File: config.mk
export PLATFORM = sky130hd
export DESIGN_NAME = key_event
export DESIGN_NICKNAME = d
export VERILOG_FILES = /design/src/rtl/key_event.sv
export SDC_FILE = /design/constraint.sdc
export NUM_CORES = 1
export LEC_CHECK = 0
export CAP_MARGIN = 20
export CORE_MARGIN = 2
export CORE_UTILIZATION = 50
export DETAILED_ROUTE_END_ITERATION = 6
export GPL_TIMING_DRIVEN = 0
export PLACE_DENSITY = 0.68
export RECOVER_POWER = 100
export SLEW_MARGIN = 40
export SYNTH_ARGS = -nofsm -noshare
export SYNTH_HDL_FRONTEND = slang
export SYNTH_SLANG_ARGS = --single-unit
File: constraint.sdc
create_clock -name clk -period 2.2 [get_ports clk]
set_input_delay 0.22 -clock clk [delete_from_list [all_inputs] [get_ports clk]]
set_output_delay 0.22 -clock clk [all_outputs]
set_load 0.05 [all_outputs]
File: src/rtl/key_event.sv
// key_event: turns a debounced key level into single-cycle press, release,
// long-press and auto-repeat pulses, plus a registered "held" level.
// Long-press and repeat timing is measured in prescaler ticks (one every
// 2^TICK_N clocks), so thresholds are quantised to whole ticks.

module key_event #(
    parameter int unsigned TICK_N       = 20,
    parameter int unsigned LONG_TICKS   = 30,
    parameter int unsigned REPEAT_TICKS = 8,
    parameter int unsigned REPEAT_EN    = 1
) (
    input  logic clk,
    input  logic reset,
    input  logic key_mark,
    output logic press_tick,
    output logic release_tick,
    output logic long_tick,
    output logic repeat_tick,
    output logic held
);

    typedef enum logic [1:0] {
        StIdle    = 2'd0,
        StPressed = 2'd1,
        StLong    = 2'd2
    } state_e;

    localparam logic [7:0] LongLast   = 8'(LONG_TICKS - 1);
    localparam logic [7:0] RepeatLast = 8'(REPEAT_TICKS - 1);
    localparam logic       RepeatOn   = (REPEAT_EN != 0);

    logic [TICK_N-1:0] presc_q;
    logic              key_q;
    state_e            state_q, state_d;
    logic [7:0]        cnt_q, cnt_d;
    logic              press_d, release_d, long_d, repeat_d, held_d;
    logic              tick, rise, fall;

    assign tick = &presc_q;
    assign rise = key_mark & ~key_q;
    assign fall = ~key_mark & key_q;

    // Free-running prescaler and one-clock-delayed copy of the key level.
    always_ff @(posedge clk or posedge reset) begin
        if (reset) begin
            presc_q <= '0;
            key_q   <= 1'b0;
        end else begin
            presc_q <= presc_q + TICK_N'(1);
            key_q   <= key_mark;
        end
    end

    // Next-state, hold counter and pulse decisions; fall always beats tick.
    always_comb begin
        state_d   = state_q;
        cnt_d     = cnt_q;
        press_d   = 1'b0;
        release_d = 1'b0;
        long_d    = 1'b0;
        repeat_d  = 1'b0;
        case (state_q)
            StIdle: begin
                // A tick coinciding with the rise is deliberately not counted.
                if (rise) begin
                    press_d = 1'b1;
                    cnt_d   = 8'd0;
                    state_d = StPressed;
                end
            end
            StPressed: begin
                if (fall) begin
                    release_d = 1'b1;
                    state_d   = StIdle;
                end else if (tick) begin
                    if (cnt_q == LongLast) begin
                        long_d  = 1'b1;
                        cnt_d   = 8'd0;
                        state_d = StLong;
                    end else begin
                        cnt_d = cnt_q + 8'd1;
                    end
                end
            end
            StLong: begin
                if (fall) begin
                    release_d = 1'b1;
                    state_d   = StIdle;
                end else if (tick) begin
                    if (cnt_q == RepeatLast) begin
                        repeat_d = RepeatOn;
                        cnt_d    = 8'd0;
                    end else begin
                        cnt_d = cnt_q + 8'd1;
                    end
                end
            end
            default: begin
                state_d = StIdle;
                cnt_d   = 8'd0;
            end
        endcase
        held_d = (state_d == StPressed) || (state_d == StLong);
    end

    // State, counter and registered outputs; reset drops every pulse at once.
    always_ff @(posedge clk or posedge reset) begin
        if (reset) begin
            state_q      <= StIdle;
            cnt_q        <= 8'd0;
            press_tick   <= 1'b0;
            release_tick <= 1'b0;
            long_tick    <= 1'b0;
            repeat_tick  <= 1'b0;
            held         <= 1'b0;
        end else begin
            state_q      <= state_d;
            cnt_q        <= cnt_d;
            press_tick   <= press_d;
            release_tick <= release_d;
            long_tick    <= long_d;
            repeat_tick  <= repeat_d;
            held         <= held_d;
        end
    end

endmodule

# Word level (Yosys, flattened, before mapping)
# Index checks and enable logic that the tools add are counted.
# totals
reg_bits,36
inputBits,3
# op_classes
addsub,2
n_eq_ne,11
muxes,26
bitwise_logic,4
n_reduce_logical,5
# op_table
op,n
$mux W8,7
$pmux W8 S3,1
$add A20 B1 Y20 const B,1
$reduce_and A20 Y1,1
$mux W1,12
$mux W2,5
$ne A2 B2 Y1 const B,5
$add A8 B1 Y8 const B,1
$eq A8 B3 Y1 const B,1
$eq A8 B5 Y1 const B,1
$pmux W2 S3,1
$reduce_and A5 Y1,1
$eq A2 B1 Y1 const B,2
$eq A2 B2 Y1 const B,2
$and A1 B1 Y1,2
$logic_not A2 Y1,1
$not A1 Y1,2
$reduce_or A2 Y1,1
$logic_or A1 B1 Y1,1

# Longest topological paths before layout
# Gate-level depths: netlist of the first run.
# logic_depth
ltp_word,7
mapped_depth,7
mapped_depth_nobuf,7

# Worst setup path after synthesis of the first run
# OpenSTA, ideal clock, no wires.
# synth_path
path_type,register -> register
startpoint,register presc_q[0]
endpoint,register cnt_q[0]
setup_time_ns,0.125
t_arrival_ns,1.774
required_ns,2.075
slack_ns,0.302
path_stages_with_launch,8
path_cell_list,dfrtp_1 -> ha_1 -> and4_4 -> and4_4 -> a32oi_2 -> buf_2 -> nor2_2 -> mux2_2
# synth_via
elab_chain_len,3
word_cells_on_any_way,4
# synth_lines
item,line,source
"start, declared",32,logic [TICK_N-1:0] presc_q;
"start signal, assigned",49,presc_q <= presc_q + TICK_N'(1);
$reduce_and A20 Y1 *,39,assign tick = &presc_q;
$ne A2 B2 Y1 (no line),--,
$reduce_and A5 Y1 (no line) *,--,
"end signal, assigned",118,cnt_q <= cnt_d;
"end, declared",35,"logic [7:0] cnt_q, cnt_d;"
# Mark *: on every way between the ends. The rest lies on a longest branch, timed or not.
# A chain may end at the register's enable or synchronous reset.

# Final worst setup path of the first run
# Ends and elaborated chain as after synthesis.

==> flow_metrics.py, run 1 <==
metrics = {
    "synth": {
        "yosysSeqAreaShare_pct": 50.6,
        "synth_fp_nets": 177,
        "synth_cells": 167,
        "synth_cell_types": 40,
        "avgSynthCellArea_um2": 10.7,
        "syn_area_um2": 1780,
        "yosysWarnings": 0,
        "ys_ff_latch": 36,
    },
    "power": {
        "power_frac_seq_pct": 49.1,
        "swShare_pct": 32.1,
        "netSwitchingPower_uw": 476,
        "p_int_mw": 1.01,
        "power.share.combinational_pct": 26.9,
        "powerDensity_nw_per_um2": 758,
        "power.leakage_nw": 0.874,
        "p_clk_share_pct": 24.0,
        "worst_ir_drop_vdd_mv": 0.421,
    },
    "route": {
        "route.detailed.drc": 0,
        "dr.pass1.iters": 4,
        "routed_via_density": 5.54,
        "first_iter_violations": 85,
        "detail_route.wl_per_cell_um": 12.9,
        "vias": 1263,
        "postRouteAntennaNets": 0,
        "routed_wl_um": 2950,
    },
    "hold_path": {
        "min-delay-start": "presc_q[10]",
        "hold_class": "reg -> reg",
        "hold_path_end": "presc_q[10]",
        "worstHoldPathCells": 1,
    },
    "placed_design": {
        "place_congestion": 0.874,
        "portBuffers": 7,
        "post-dp-hpwl_um": 2170,
        "post-place-ws_ns": 0.0881,
    },
    "clock_tree": {
        "post_cts_buffers": 0,
        "cts_sinks": 36,
        "numCtsBuffers": 5,
        "cts_tree": "yes",
        "ctsHoldBuffers": 0,
        "cts.htree.levels": 2,
        "cts_resized": 0,
        "path_clk_slew_ns": 0.10,
        "clk_latency_ns": 0.33,
        "clock_path_buffers": 2,
        "root_buffer": "clkbuf_4",
    },
    "timing": {
        "slew_violations": 37,
        "setup_violations": 0,
        "fin_skew_ns": 0.00452,
        "setup_ws_ns": 0.0982,
        "fmax_mhz": 476,
        "maxSlewHeadroom_pct": -2.96,
        "fin_crit_ns": 2.10,
        "finalHoldViolations": 0,
        "setup_tns_ns": 0,
        "rsz0062_at_grt": "false",
        "tightest_slew_ns": 1.54,
        "min_period_over_period_pct": 95.5,
    },
    "final_layout": {
        "mostFrequentLayoutCells": "36 x dfrtp_1, 17 x nand2_1, 16 x nand3_1",
        "diodes": 0,
        "layout.nets": 191,
        "layout_commonest_cell": "dfrtp_1",
        "area_growth_pct": 9.99,
        "drive_above_1_share_pct": 8.24,
    },
    "worst_setup_path": {
        "cp_common_cell": "and4_4",
        "cp-end-kind": "flop",
        "rr_endpoint": "cnt_q[0]",
        "rrSetupSlack_ns": 0.1,
        "arrival_ns": 2.33,
        "worstPathRequired_ns": 2.42,
        "cp_slowest_cell": "dfrtp_1",
        "path_class": "reg -> reg",
        "r2r_cells": 7,
        "crit_family": "simple AND/OR/NAND/NOR gates",
        "cp.buffers_inverters": 1,
        "path_cells": "ha_1 -> and4_4 -> and4_4 -> a32oi_2 -> clkbuf_4 -> nor2_2 -> mux2_2",
        "critPathLaunchType": "flop",
        "cp_slowest_stage_delay_ns": 0.42,
        "rr_startpoint": "presc_q[0]",
        "crit_start": "presc_q[0]",
        "crit_path_max_fanout": 10,
    },
    "status": {
        "violations": "capacitance limit, slew limit",
        "outcome": "complete, but fails checks",
    },
    "floorplan": {
        "die_x_um": 63.7,
        "die-height_um": 63.7,
        "placementRows": 21,
        "ios": 8,
        "die_area_um2": 4050,
        "initial_utilization_pct": 52.5,
        "fp.coreArea_um2": 3390,
    },
    "global_route": {
        "grt_pass1_wl_um": 5610,
        "grt_use_total_pct": 17.8,
        "grt_pass1_vias": 1329,
        "grt-ovfl-total": 0,
        "antenna_found_initial": 0,
        "grt_start_max_net_pins": 37,
    },
    "run": {
        "max_cap_viol_count": 1,
    },
}
==> kinds of logic (layout without fill, tap and decap cells) <==
logic type | after synthesis | count (layout) | synth area share (%)
AO/OA/AOI/OAI | 22 | 22 | 9.35
XOR/XNOR | 18 | 18 | 8.86
adder cells (fa/ha/maj) | 7 | 7 | 4.92
buffers and inverters | 10 | 25 | 2.18
flip-flops | 36 | 36 | 50.6
multiplexers | 2 | 2 | 1.20
AND/OR/NAND/NOR | 72 | 72 | 22.9
==> cell usage after synthesis (all sizes together) <==
cell | n | area [µm²]
dfrtp | 36 | 901
nand2 | 17 | 63.8
nand3 | 16 | 80.1
xnor2 | 15 | 131
inv | 9 | 33.8
nor2 | 9 | 36.3
ha | 7 | 87.6
and4 | 5 | 50.1
nand4 | 5 | 31.3
a21oi | 4 | 20.0
and3 | 4 | 25.0
a21o | 3 | 22.5
a22o | 3 | 26.3
and2 | 3 | 18.8
nor2b | 3 | 18.8
o21ai | 3 | 15.0
xor2 | 3 | 26.3
nor4 | 2 | 18.8
o21bai | 2 | 15.0
o22ai | 2 | 12.5
or3 | 2 | 12.5
or4 | 2 | 18.8
a32oi | 1 | 16.3
a41o | 1 | 10.0
buf | 1 | 5.00
mux2 | 1 | 11.3
mux2i | 1 | 10.0
nand2b | 1 | 6.26
nor3 | 1 | 5.00
nor4b | 1 | 15.0
o211ai | 1 | 12.5
o22a | 1 | 8.76
o31ai | 1 | 7.51
or2 | 1 | 6.26
==> state kept, by name, indices dropped and copies added (netlist names) <==
signal and flops:
key_q 1, presc_q 20, held 1, cnt_q 8
repeat_tick 1, long_tick 1, release_tick 1, state_q 2
press_tick 1
==> worst register-to-register path, cell delays in order, from the launching register on <==
cell and delay [ns]:
dfrtp_1 0.42, ha_1 0.26, and4_4 0.23, and4_4 0.19, a32oi_2 0.30, clkbuf_4 0.27
nor2_2 0.07, mux2_2 0.26
==> through the flow <==
step	instances	cell area, µm²	utilization [%]	hold WS, ns	power (mW)
after floorplan	167	1780	-	0.251	1.04
after global placement	220	1910	56.3	0.452	1.13
after detailed placement	220	1910	56.3	0.459	1.14
after CTS	228	1970	58.0	0.343	1.50
after global routing	228	1960	57.7	0.503	1.58
final	228	1960	57.7	0.476	1.48
==> layer usage <==
| metal | wire, µm | GRT usage, % | share of wire, % | vias up |
|---|---|---|---|---|
| li1 | - | - | - | 619 |
| met1 | 1340 | 20.8 | 45 | 612 |
| met2 | 1430 | 29.7 | 49 | 25 |
| met3 | 110 | 4.46 | 3.7 | 7 |
| met4 | 67 | 9.78 | 2.3 | 0 |
| met5 | 0 | 0 | 0 | - |
==> power groups by stage <==
stage	registers (mW)	logic, mW	clock network [mW]
after CTS	0.728	0.403	0.370
after floorplan	0.788	0.256	0
after global placement	0.740	0.391	0
after global routing	0.732	0.442	0.406
final	0.728	0.399	0.356
after detailed placement	0.742	0.400	0
==> area by class of cell <==
cell class | instances | area, µm²
fill | 282 | 1430
tap | 46 | 57.6
timing repair buffer | 7 | 70.1
inverter | 9 | 35.0
clock buffer | 8 | 58.8
sequential | 36 | 901
multi-input combinational | 121 | 827
buffer | 1 | 7.51
==> worst max path at each step <==
stage	depth (start not counted)	slack [ns]	to
floorplan	7	0.30	cnt_q[0]
global placement	7	0.12	cnt_q[0]
detailed placement	7	0.09	cnt_q[0]
CTS	7	0.08	cnt_q[0]
global route	7	0.008	cnt_q[0]
finish	7	0.1	cnt_q[0]
Power figures use the tool's default switching activity.
==> run 2, diff against run 1 <==
--- a/config.mk
+++ b/config.mk
@@ -5,12 +5,11 @@
 export SDC_FILE = /design/constraint.sdc
 export NUM_CORES = 1
 export LEC_CHECK = 0
-export CAP_MARGIN = 20
 export CORE_MARGIN = 2
-export CORE_UTILIZATION = 50
+export CORE_UTILIZATION = 45
 export DETAILED_ROUTE_END_ITERATION = 6
 export GPL_TIMING_DRIVEN = 0
-export PLACE_DENSITY = 0.68
+export PLACE_DENSITY = 0.62
 export RECOVER_POWER = 100
 export SLEW_MARGIN = 40
 export SYNTH_ARGS = -nofsm -noshare
==> flow_metrics.py, run 2 (synthesis results as in run 1) <==
metrics = {
    "timing": {
        "fin_crit_ns": 2.08,
        "setup_violations": 0,
        "tightest_slew_ns": 1.37,
        "setup_tns_ns": 0,
        "fmax_mhz": 481,
        "slew_violations": 0,
        "rsz0062_at_grt": "false",
        "min_period_over_period_pct": 94.6,
        "fin_skew_ns": 0.00441,
        "finalHoldViolations": 0,
        "maxSlewHeadroom_pct": 8.89,
    },
    "worst_setup_path": {
        "cp.buffers_inverters": 1,
        "cp-end-kind": "flop",
        "path_class": "reg -> reg",
        "arrival_ns": 2.25,
        "r2r_cells": 7,
        "rr_startpoint": "presc_q[0]",
        "critPathLaunchType": "flop",
        "worstPathRequired_ns": 2.37,
        "rrSetupSlack_ns": 0.12,
        "crit_path_max_fanout": 10,
        "cp_slowest_stage_delay_ns": 0.41,
        "cp_slowest_cell": "dfrtp_1",
        "cp_common_cell": "and4_4",
        "rr_endpoint": "cnt_q[0]",
        "crit_family": "simple AND/OR/NAND/NOR gates",
        "path_cells": "ha_1 -> and4_4 -> and4_4 -> a32oi_2 -> buf_4 -> nor2_2 -> mux2_2",
    },
    "global_route": {
        "grt_use_total_pct": 16.8,
        "grt_pass1_wl_um": 5570,
        "antenna_found_initial": 0,
        "grt_start_max_net_pins": 37,
        "use_met3_pct": 5.57,
        "met2_usage_pct": 27.9,
        "busiest_layer": "met2",
        "met1_usage_pct": 19.6,
        "grt_pass1_vias": 1291,
        "grt-ovfl-total": 0,
    },
    "floorplan": {
        "fp.coreArea_um2": 3740,
        "die_x_um": 66.9,
        "initial_utilization_pct": 47.5,
        "die-height_um": 66.9,
        "placementRows": 22,
        "die_area_um2": 4470,
        "ios": 8,
    },
    "power": {
        "netSwitchingPower_uw": 511,
        "power.share.combinational_pct": 25.0,
        "p_clk_share_pct": 29.7,
        "power_frac_seq_pct": 45.3,
        "worst_ir_drop_vdd_mv": 0.370,
        "swShare_pct": 31.7,
        "p_int_mw": 1.10,
        "power.leakage_nw": 0.899,
        "power.total_mw": 1.61,
        "powerDensity_nw_per_um2": 810,
    },
    "placed_design": {
        "place_congestion": 0.847,
        "place_area_um2": 1910,
        "post-dp-hpwl_um": 2310,
        "portBuffers": 7,
        "dp_cells": 222,
    },
    "hold_path": {
        "min-delay-start": "presc_q[10]",
        "hold_class": "reg -> reg",
        "hold_path_end": "presc_q[10]",
        "worstHoldPathCells": 1,
    },
    "final_layout": {
        "layout_commonest_cell": "dfrtp_1",
        "final_area_um2": 1990,
        "final_cells": 230,
        "seq_area_um2": 901,
        "area_growth_pct": 12.0,
        "fill_cells": 332,
        "reg.largest.list": "presc_q: 20 flops, cnt_q: 8 flops, state_q: 2 flops",
        "diodes": 0,
        "fin_util_pct": 53.2,
        "multi_input_area_um2": 827,
        "layout.nets": 191,
        "drive_above_1_share_pct": 8.79,
        "top_register": "presc_q",
        "largest_reg_flops": 20,
        "mostFrequentLayoutCells": "36 x dfrtp_1, 17 x nand2_1, 16 x nand3_1",
    },
    "route": {
        "detail_route.wl_per_cell_um": 13.5,
        "route.detailed.drc": 0,
        "vias": 1274,
        "routed_via_density": 5.54,
        "postRouteAntennaNets": 0,
        "first_iter_violations": 98,
        "routed_wl_um": 3110,
        "dr.pass1.iters": 4,
    },
    "clock_tree": {
        "root_buffer": "clkbuf_8",
        "cts_tree": "yes",
        "path_clk_slew_ns": 0.07,
        "numCtsBuffers": 5,
        "clk_latency_ns": 0.28,
        "cts.htree.levels": 2,
        "cts_sinks": 36,
        "clock_path_buffers": 2,
    },
    "status": {
        "outcome": "finished clean",
    },
    "run": {
        "max_cap_viol_count": 0,
    },
}
==> run 2: cell type report <==
class	instances	area share (%)
Multi-Input combinational cell	121	41.5
Tap cell	48	3.02
Buffer	1	0.377
Inverter	9	1.70
Clock inverter	2	0.503
Sequential cell	36	45.2
Clock buffer	6	4.15
Timing Repair Buffer	7	3.52
==> run 2: worst reg2reg max path: stages, from the launching register on <==
cell	delay (ns)
dfrtp_1	0.41
ha_1	0.26
and4_4	0.23
and4_4	0.19
a32oi_2	0.31
buf_4	0.24
nor2_2	0.07
mux2_2	0.26
==> run 2: what timing repair did <==
action	in CTS	in global routing
hold endpoints to repair	0	0
setup endpoints to repair	0	1
buffers inserted	0	0
resized for setup	0	2
hold buffers	0	0
==> run 2: layer usage <==
layer  up-vias  wire length (µm)
met5         -                 0
met4         0                47
met3         5               141
met2        24              1490
met1       624              1430
li1        621                 -
==> run 2: stage by stage <==
step	setup slack (ns)	hold WS (ns)
CTS	0.0431	0.412
floorplan	0.302	0.251
global route	0.0321	0.486
detailed placement	0.0660	0.460
finish	0.120	0.477
global placement	0.101	0.452
==> run 2: power by group through the flow <==
stage          combinational [mW]  sequential [mW]  clock, mW
2_1_floorplan               0.256            0.788          0
3_3_place_gp                0.393            0.741          0
3_5_place_dp                0.408            0.744          0
4_1_cts                     0.412            0.731      0.496
5_1_grt                     0.450            0.735      0.527
6_report                    0.404            0.730      0.479
==> run 2: worst max-delay path by stage <==
stage	start	end	cells past startpoint
floorplan	presc_q[0]	cnt_q[0]	7
global placement	presc_q[0]	cnt_q[0]	7
detailed placement	presc_q[0]	cnt_q[0]	7
CTS	presc_q[0]	cnt_q[0]	7
global route	presc_q[0]	cnt_q[0]	7
finish	presc_q[0]	cnt_q[0]	7
==> run 3, diff against run 2 <==
--- a/config.mk
+++ b/config.mk
@@ -5,13 +5,14 @@
 export SDC_FILE = /design/constraint.sdc
 export NUM_CORES = 1
 export LEC_CHECK = 0
+export CORE_ASPECT_RATIO = 0.8
 export CORE_MARGIN = 2
 export CORE_UTILIZATION = 45
 export DETAILED_ROUTE_END_ITERATION = 6
 export GPL_TIMING_DRIVEN = 0
 export PLACE_DENSITY = 0.62
 export RECOVER_POWER = 100
-export SLEW_MARGIN = 40
+export SLEW_MARGIN = 20
 export SYNTH_ARGS = -nofsm -noshare
 export SYNTH_HDL_FRONTEND = slang
 export SYNTH_SLANG_ARGS = --single-unit
==> flow_metrics.py, run 3 (synthesis results as in run 1) <==
metrics = {
    "status": {
        "outcome": "finished clean",
    },
    "timing": {
        "tightest_slew_ns": 1.32,
        "maxSlewHeadroom_pct": 11.7,
        "fmax_mhz": 479,
        "fin_skew_ns": 0.00506,
        "rsz0062_at_grt": "false",
        "min_period_over_period_pct": 94.8,
        "setup_violations": 0,
        "whs_ns": 0.475,
        "slew_violations": 0,
        "setup_tns_ns": 0,
        "fin_crit_ns": 2.09,
        "setup_ws_ns": 0.114,
        "finalHoldViolations": 0,
    },
    "worst_setup_path": {
        "cp-end-kind": "flop",
        "rr_startpoint": "presc_q[0]",
        "rrSetupSlack_ns": 0.11,
        "rr_endpoint": "cnt_q[0]",
        "arrival_ns": 2.26,
        "path_class": "reg -> reg",
        "r2r_cells": 7,
        "worstPathRequired_ns": 2.38,
        "critPathLaunchType": "flop",
        "crit_path_max_fanout": 10,
    },
    "hold_path": {
        "hold_path_end": "presc_q[10]",
        "min-delay-start": "presc_q[10]",
        "hold_class": "reg -> reg",
        "worstHoldPathCells": 1,
    },
    "final_layout": {
        "layout_commonest_cell": "dfrtp_1",
        "area_growth_pct": 13.5,
        "mostFrequentLayoutCells": "36 x dfrtp_1, 17 x nand2_1, 16 x nand3_1",
        "fin_util_pct": 53.1,
        "drive_above_1_share_pct": 8.79,
        "largest_reg_flops": 20,
        "top_register": "presc_q",
        "reg.largest.list": "presc_q: 20 flops, cnt_q: 8 flops, state_q: 2 flops",
        "diodes": 0,
        "layout.nets": 191,
    },
    "power": {
        "worst_ir_drop_vdd_mv": 0.525,
        "power.leakage_nw": 0.901,
        "power.total_mw": 1.70,
        "powerDensity_nw_per_um2": 840,
    },
    "global_route": {
        "grt_use_total_pct": 16.5,
        "grt_pass1_vias": 1214,
        "antenna_found_initial": 0,
        "grt_pass1_wl_um": 5420,
        "grt_start_max_net_pins": 37,
        "grt-ovfl-total": 0,
    },
    "clock_tree": {
        "clk_latency_ns": 0.29,
        "cts_sinks": 36,
        "post_cts_buffers": 0,
        "cts.htree.levels": 2,
        "numCtsBuffers": 5,
        "clock_path_buffers": 2,
        "root_buffer": "clkbuf_8",
        "path_clk_slew_ns": 0.07,
        "cts_tree": "yes",
    },
    "floorplan": {
        "placementRows": 20,
        "die-height_um": 60.2,
        "initial_utilization_pct": 46.8,
        "die_x_um": 74.3,
        "fp.coreArea_um2": 3800,
        "ios": 8,
        "die_area_um2": 4480,
    },
    "route": {
        "postRouteAntennaNets": 0,
        "route.detailed.drc": 0,
        "vias": 1229,
        "dr.pass1.iters": 4,
        "routed_wl_um": 3070,
        "detail_route.wl_per_cell_um": 12.9,
        "routed_via_density": 5.19,
        "first_iter_violations": 48,
    },
    "run": {
        "max_cap_viol_count": 0,
    },
    "placed_design": {
        "post-place-ws_ns": 0.0874,
        "portBuffers": 7,
        "place_congestion": 0.860,
        "post-dp-hpwl_um": 2230,
    },
}
run 3: cell types whose count changed in the layout (fill, tap and decap cells not counted), sizes merged:
cell / delta
bufinv: +1
clkinv: -1
clkinvlp: +1
clkbuf: -1
run 3: worst max-delay path by stage:
stage	slack, ns	start	to	depth (start not counted)
after CTS	0.07	presc_q[0]	cnt_q[0]	7
after global placement	0.09	presc_q[0]	cnt_q[0]	7
after floorplan	0.30	presc_q[0]	cnt_q[0]	7
after detailed placement	0.09	presc_q[0]	cnt_q[0]	7
after global routing	0.03	presc_q[0]	cnt_q[0]	7
final	0.11	presc_q[0]	cnt_q[0]	7
run 3: metrics by stage:
stage	area, µm²	std cells
floorplan	1780	167
global placement	1920	229
detailed placement	1920	229
CTS	2030	237
global route	2020	237
finish	2020	237
run 3: layer usage:
metal,routed length (µm),up-vias,share of wire (%),global-route usage [%]
met4,35,0,1.1,5.87
met5,0,-,0,0
li1,-,624,-,-
met3,98,4,3.2,5.56
met2,1290,17,42,22.7
met1,1640,584,54,24.1
run 3: final cells by class:
cell class,count,area (µm²)
Inverter,9,33.8
Multi-Input combinational cell,121,827
Clock buffer,5,68.8
Clock inverter,3,42.5
Timing Repair Buffer,7,70.1
Tap cell,55,68.8
Buffer,1,7.51
Sequential cell,36,901
Fill cell,337,1780
run 3: what timing repair did:
action,CTS,global route
resized for setup,0,2
hold buffers,0,0
endpoints found under the setup margin,0,1
run 3: critical path, stage by stage, from the launching register on:
cell and delay, ns:
dfrtp_1 0.42, ha_1 0.26, and4_4 0.24, and4_4 0.19, a32oi_2 0.30, buf_4 0.23, nor2_2 0.07, mux2_2 0.26
run 3: power breakdown:
| part | leakage, nW | total (mW) | internal (mW) | switching [mW] |
|---|---|---|---|---|
| logic | 0.366 | 0.398 | 0.153 | 0.245 |
| registers | 0.481 | 0.729 | 0.697 | 0.0316 |
| clock network | 0.0541 | 0.570 | 0.335 | 0.235 |
